## config.mk

```make
export PLATFORM = sky130hd
export DESIGN_NAME = systolic_sequencer
export DESIGN_NICKNAME = d
export VERILOG_FILES = /design/src/rtl/systolic_sequencer.sv
export SDC_FILE = /design/constraint.sdc
export NUM_CORES = 1
export LEC_CHECK = 0
export ABC_CLOCK_PERIOD_IN_PS = 3200
export CAP_MARGIN = 0
export CELL_PAD_IN_SITES_DETAIL_PLACEMENT = 0
export CELL_PAD_IN_SITES_GLOBAL_PLACEMENT = 1
export CORE_MARGIN = 2
export CORE_UTILIZATION = 35
export DETAILED_ROUTE_END_ITERATION = 12
export HOLD_SLACK_MARGIN = 0.1
export PLACE_DENSITY_LB_ADDON = 0.1
export SYNTH_ARGS = -nofsm -noshare
export SYNTH_HDL_FRONTEND = slang
export SYNTH_SLANG_ARGS = --single-unit
```

## constraint.sdc

```tcl
create_clock -name clk -period 3.2 [get_ports clk]
set_input_delay 0.48 -clock clk [delete_from_list [all_inputs] [get_ports clk]]
set_output_delay 0.48 -clock clk [all_outputs]
set_load 0.1 [all_outputs]
```

## src/rtl/systolic_sequencer.sv

```systemverilog
// Instruction sequencer for a systolic array: fetches control words, pulses
// per-instruction strobes, and handles WAIT delays, JUMP, single-level LOOP and HALT.
module systolic_sequencer #(
    parameter int INSTR_DEPTH   = 256,
    parameter int PC_WIDTH      = $clog2(INSTR_DEPTH),
    parameter int OP_ADDR_WIDTH = 13,
    parameter int RETIRE_WIDTH  = 32
) (
    input  logic                        clk,
    input  logic                        fsm_rst,
    input  logic                        run,
    input  logic                        step,
    input  logic                        halt,
    output logic [PC_WIDTH-1:0]         rd_addr,
    input  logic [19+OP_ADDR_WIDTH-1:0] rd_data,
    output logic                        load_en_left,
    output logic                        load_en_top,
    output logic                        swap_buffers_left,
    output logic                        swap_buffers_top,
    output logic                        shift_en_right,
    output logic                        shift_en_down,
    output logic                        acc_en,
    output logic                        acc_out_we,
    output logic                        acc_rst,
    output logic                        buffer_rst_left,
    output logic                        buffer_rst_top,
    output logic [OP_ADDR_WIDTH-1:0]    addr_out,
    output logic [4:0]                  flags_out,
    output logic [PC_WIDTH-1:0]         pc_out,
    output logic [19+OP_ADDR_WIDTH-1:0] curr_instr_out,
    output logic [2:0]                  state_out,
    output logic [RETIRE_WIDTH-1:0]     retired_cnt
);
    localparam int IW = 19 + OP_ADDR_WIDTH;

    typedef enum logic [2:0] {
        S_IDLE  = 3'd0,
        S_FETCH = 3'd1,
        S_EXEC  = 3'd2,
        S_WAIT  = 3'd3,
        S_DONE  = 3'd4
    } state_t;

    state_t                    state, state_nx;
    logic [PC_WIDTH-1:0]       pc, pc_nx;
    logic                      loop_armed, loop_armed_nx;
    logic [4:0]                loop_cnt, loop_cnt_nx;
    logic [OP_ADDR_WIDTH-1:0]  wait_cnt, wait_cnt_nx;
    logic [RETIRE_WIDTH-1:0]   retired_nx;
    logic [IW-1:0]             instr_q, instr;

    // The word is only on rd_data during EXEC; afterwards the registered copy holds it.
    assign instr = (state == S_EXEC) ? rd_data : instr_q;

    logic op_ll, op_lt, op_swl, op_swt, op_shr, op_shd, op_lacc, op_wacc;
    logic op_wait, op_jump, op_clr, op_nop, op_halt, op_loop;
    logic [4:0]               flags;
    logic [OP_ADDR_WIDTH-1:0] addr;
    logic [PC_WIDTH-1:0]      target;

    assign {op_ll, op_lt, op_swl, op_swt, op_shr, op_shd, op_lacc,
            op_wacc, op_wait, op_jump, op_clr, op_nop, op_halt, op_loop} = instr[IW-1:IW-14];
    assign flags  = instr[OP_ADDR_WIDTH+4:OP_ADDR_WIDTH];
    assign addr   = instr[OP_ADDR_WIDTH-1:0];
    assign target = addr[PC_WIDTH-1:0];

    logic fire;
    assign fire = (state == S_EXEC) && !halt && !op_nop;

    assign load_en_left      = fire && op_ll;
    assign load_en_top       = fire && op_lt;
    assign swap_buffers_left = fire && op_swl;
    assign swap_buffers_top  = fire && op_swt;
    assign shift_en_right    = fire && op_shr;
    assign shift_en_down     = fire && op_shd;
    assign acc_en            = fire && op_lacc;
    assign acc_out_we        = fire && op_wacc;
    assign acc_rst           = fire && op_clr;
    assign buffer_rst_left   = fire && op_clr;
    assign buffer_rst_top    = fire && op_clr;

    assign addr_out       = addr;
    assign flags_out      = flags;
    assign curr_instr_out = instr;
    assign rd_addr        = pc;
    assign pc_out         = pc;
    assign state_out      = state;

    always_comb begin
        state_t done_st;
        state_nx      = state;
        pc_nx         = pc;
        loop_armed_nx = loop_armed;
        loop_cnt_nx   = loop_cnt;
        wait_cnt_nx   = wait_cnt;
        retired_nx    = retired_cnt;
        done_st       = run ? S_FETCH : S_IDLE;
        case (state)
            S_IDLE:  if (!halt && (run || step)) state_nx = S_FETCH;
            S_FETCH: state_nx = halt ? S_IDLE : S_EXEC;
            S_EXEC: begin
                if (halt) begin
                    state_nx = S_IDLE;
                end else begin
                    retired_nx = retired_cnt + 1'b1;
                    if (op_nop) begin
                        pc_nx    = pc + 1'b1;
                        state_nx = done_st;
                    end else if (op_halt) begin
                        state_nx = S_DONE;
                    end else begin
                        if (op_jump) begin
                            pc_nx = target;
                        end else if (op_loop && loop_armed && loop_cnt != 5'd0) begin
                            loop_cnt_nx = loop_cnt - 5'd1;
                            pc_nx       = target;
                        end else if (op_loop && loop_armed) begin
                            loop_armed_nx = 1'b0;
                            pc_nx         = pc + 1'b1;
                        end else if (op_loop && flags != 5'd0) begin
                            loop_armed_nx = 1'b1;
                            loop_cnt_nx   = flags - 5'd1;
                            pc_nx         = target;
                        end else begin
                            pc_nx = pc + 1'b1;
                        end
                        if (op_wait && addr != '0) begin
                            state_nx    = S_WAIT;
                            wait_cnt_nx = addr;
                        end else begin
                            state_nx = done_st;
                        end
                    end
                end
            end
            S_WAIT: begin
                if (halt) begin
                    state_nx    = S_IDLE;
                    wait_cnt_nx = '0;
                end else if (wait_cnt <= 1) begin
                    wait_cnt_nx = '0;
                    state_nx    = done_st;
                end else begin
                    wait_cnt_nx = wait_cnt - 1'b1;
                end
            end
            S_DONE:  state_nx = S_DONE;
            default: state_nx = S_IDLE;
        endcase
    end

    always_ff @(posedge clk) begin
        if (fsm_rst) begin
            state       <= S_IDLE;
            pc          <= '0;
            loop_armed  <= 1'b0;
            loop_cnt    <= '0;
            wait_cnt    <= '0;
            retired_cnt <= '0;
            instr_q     <= '0;
        end else begin
            state       <= state_nx;
            pc          <= pc_nx;
            loop_armed  <= loop_armed_nx;
            loop_cnt    <= loop_cnt_nx;
            wait_cnt    <= wait_cnt_nx;
            retired_cnt <= retired_nx;
            if (state == S_EXEC && !halt) instr_q <= rd_data;
        end
    end
endmodule
```

==> flow_metrics.py <==
metrics = {
    "finish": {
        "seq_area_um2": 1890,
        "final_cell_mix": "114 x buf_4, 113 x nand2_1, 91 x dfxtp_1",
        "multi_input_area_um2": 3060,
        "final_common_cell": "buf_4",
        "layout.nets": 814,
        "antennaDiodeCount": 0,
        "nFillCells": 1421,
        "area_growth_pct": 32.4,
        "layout-drive-gt1-share_pct": 24.3,
    },
    "drt": {
        "ant_nets": 0,
        "drt_iter0_markers": 329,
        "wl_um": 15800,
        "vias": 4983,
        "routed_via_density": 5.19,
        "wl_per_cell_um": 16.4,
        "drcViolationCount": 0,
        "dr.pass1.iters": 4,
    },
    "yosys": {
        "synthFlopType": "dfxtp_1",
        "synth_warnings": 0,
        "synthCells": 660,
        "synth_nets": 702,
        "synth_seq_cells": 94,
        "synthTopCellsByArea": "dfxtp_1 36%, nand2_1 8.1%, mux2_2 6.2%",
        "yosys.area.top_type": "dfxtp_1",
        "yosysSeqAreaShare_pct": 35.6,
        "ys_types": 58,
        "synth_area_um2": 5280,
        "synth_edf_count": 0,
        "postSynthAreaPerCell_um2": 8.00,
        "synth_top_area_share_pct": 35.6,
        "synthArstFlopShare_pct": 0,
    },
    "global_route": {
        "grt_start_max_net_pins": 46,
        "grt_usage_pct": 19.6,
        "grt.overflow.total": 0,
        "grt_pass1_vias": 4769,
        "grt_pass1_wl_um": 25500,
        "antenna_found_initial": 0,
    },
    "timing": {
        "fmax_mhz": 366,
        "rsz0062_at_grt": "no",
        "final_max_slew_viol_count": 0,
        "relSlewSlack_pct": 35.6,
        "fin_crit_sh_pct": 85.5,
        "max_slew.worst_pin.slew_ns": 0.963,
        "tns_ns": 0,
        "finalHoldViolCount": 0,
        "setup_viol": 0,
        "layout_setup_ws_ns": 0.465,
        "fin_crit_ns": 2.74,
        "fin_worst_skew_ns": 0.0120,
    },
    "pwr": {
        "leakage_nw": 2.74,
        "p_per_area_nw_per_um2": 403,
        "vdd_drop_max_uv": 265,
    },
    "cts": {
        "ctsResizeCount": 0,
        "cts_setup_buffers": 0,
        "cts-root-buf": "clkbuf_16",
        "cts.path.max_buffers": 2,
        "clk_pin_slew_ns": 0.06,
        "h-tree-depth": 3,
        "cts_buffers": 9,
        "clk_latency_ns": 0.35,
        "hold_buffers": 0,
        "cts_num_sinks": 94,
        "cts_tree": "built",
    },
    "hold_path": {
        "hold_path_depth": 2,
        "hp-class": "flip-flop to flip-flop",
    },
    "critical_path": {
        "critPathBufInv": 2,
        "crit_required_ns": 2.72,
        "path_class": "input pin to output port",
        "cpLargestDelayFamily": "simple AND/OR/NAND/NOR gates",
        "worst_path_largest_cell_delay_ns": 0.50,
        "timing.critical_path.arrival_ns": 2.26,
        "crit_cells": 5,
        "start_kind": "input pin",
        "cp-end-kind": "output port",
        "path_cells": "clkdlybuf4s50_1 -> nor4b_4 -> nand2_2 -> nor2b_4 -> buf_12",
        "critPathSlowestCell": "clkdlybuf4s50_1",
        "cp_max_fo": 9,
        "worstRegToRegCells": 6,
    },
    "placed_design": {
        "place_congestion": 0.858,
        "dp_hpwl_um": 11600,
        "dp_slack_ns": 0.373,
        "portBuffers": 148,
    },
    "floorplanning": {
        "core.rowCount": 44,
        "core_area_um2": 14600,
        "start_util_pct": 36.1,
        "io_pins": 149,
        "dieArea_um2": 16100,
        "dieHeight_um": 127,
        "die_w_um": 127,
    },
    "run_status": {
        "status": "completed",
    },
    "job": {
        "drv_cap": 0,
    },
}
[cell type report]
type                            instances  area share [%]
Clock buffer                           11            3.63
Inverter                               12           0.644
Timing Repair Buffer                  162            20.6
Tap cell                              184            3.29
Multi-Input combinational cell        493            43.8
Sequential cell                        94            27.0
Clock inverter                          5           0.949
[path summary, 6_finish.rpt]
path                     start      endpoint  slack, ns
setup / recovery          halt       acc_rst       0.46
hold / removal     instr_q[28]   instr_q[28]       0.46
setup reg to reg  state_out[2]  wait_cnt[11]       0.61
hold reg to reg    instr_q[28]   instr_q[28]       0.46
[kinds of logic after synthesis]
| logic type | synth area share, % |
|---|---|
| buffers and inverters | 7.77 |
| xor gates and xnor gates | 5.80 |
| AOI/OAI and AO/OA | 15.0 |
| adders and majority gates | 1.18 |
| and+or+nand+nor | 26.6 |
| DFF | 35.6 |
| muxes | 8.08 |
[registers in the layout, summed over array words and instances, names as in the netlist]
| register | flops |
|---|---|
| instr_q | 32 |
| retired_cnt | 32 |
| wait_cnt | 13 |
| pc_out | 8 |
| loop_cnt | 5 |
| state_out | 3 |
| loop_armed | 1 |
[report_power, final]
| part | internal, W | switching, W |
|---|---|---|
| logic | 0.000130 | 0.000340 |
| clock network | 0.000662 | 0.000489 |
| registers | 0.00118 | 0.0000163 |
| total | 0.00197 | 0.000846 |
[routing by layer]
metal / track usage, % / part of all wire, % / routed length, um
met4: 3.23 / 0.57 / 90
met1: 26.2 / 46 / 7220
met5: 0 / 0 / 0
met2: 32.5 / 48 / 7640
met3: 4.85 / 5.4 / 845
[cells in the mapped netlist, types with 2 or more instances]
| library cell | instances |
|---|---|
| mux2i_1 | 10 |
| xor2_1 | 28 |
| o41a_1 | 2 |
| nand3_1 | 28 |
| and3_1 | 8 |
| o21bai_1 | 3 |
| ha_1 | 5 |
| o31ai_1 | 4 |
| a21o_1 | 5 |
| a31oi_1 | 13 |
| nor3b_1 | 3 |
| o21ai_0 | 17 |
| a22oi_1 | 3 |
| nand4_1 | 11 |
| and2_1 | 4 |
| and4_1 | 5 |
| nor2_1 | 60 |
| nand2_1 | 114 |
| a21boi_0 | 2 |
| inv_1 | 12 |
| xnor2_1 | 7 |
| a222oi_1 | 2 |
| o21a_1 | 4 |
| a32oi_1 | 2 |
| nor2b_1 | 15 |
| nand2b_1 | 5 |
| mux2_2 | 29 |
| a211oi_1 | 5 |
| buf_2 | 4 |
| buf_6 | 2 |
| a21oi_1 | 48 |
| dfxtp_1 | 94 |
| or3_1 | 10 |
| clkbuf_1 | 23 |
| nor3_1 | 11 |
| buf_4 | 31 |
| nor4_1 | 10 |
[tightest hold or removal path: cells and delay by family, from the launching register on]
family	cells	cell delay, ns
AND/OR/NAND/NOR	1	0.05
AO/OA/AOI/OAI	1	0.05
flip-flops	1	0.31
[per-stage QoR]
| step | area, um2 | power (W) | hold slack [ns] | util (%) | cells |
|---|---|---|---|---|---|
| after floorplan | 5400 | 0.00157 | 0.434 | - | 660 |
| after global placement | 6670 | 0.00169 | 0.441 | 45.5 | 945 |
| after detailed placement | 6670 | 0.00170 | 0.448 | 45.5 | 945 |
| after CTS | 6990 | 0.00285 | 0.459 | 47.7 | 961 |
| after global routing | 6990 | 0.00292 | 0.473 | 47.7 | 961 |
| final | 6990 | 0.00282 | 0.455 | 47.7 | 961 |
No activity file was read; power rests on OpenSTA's default activity.
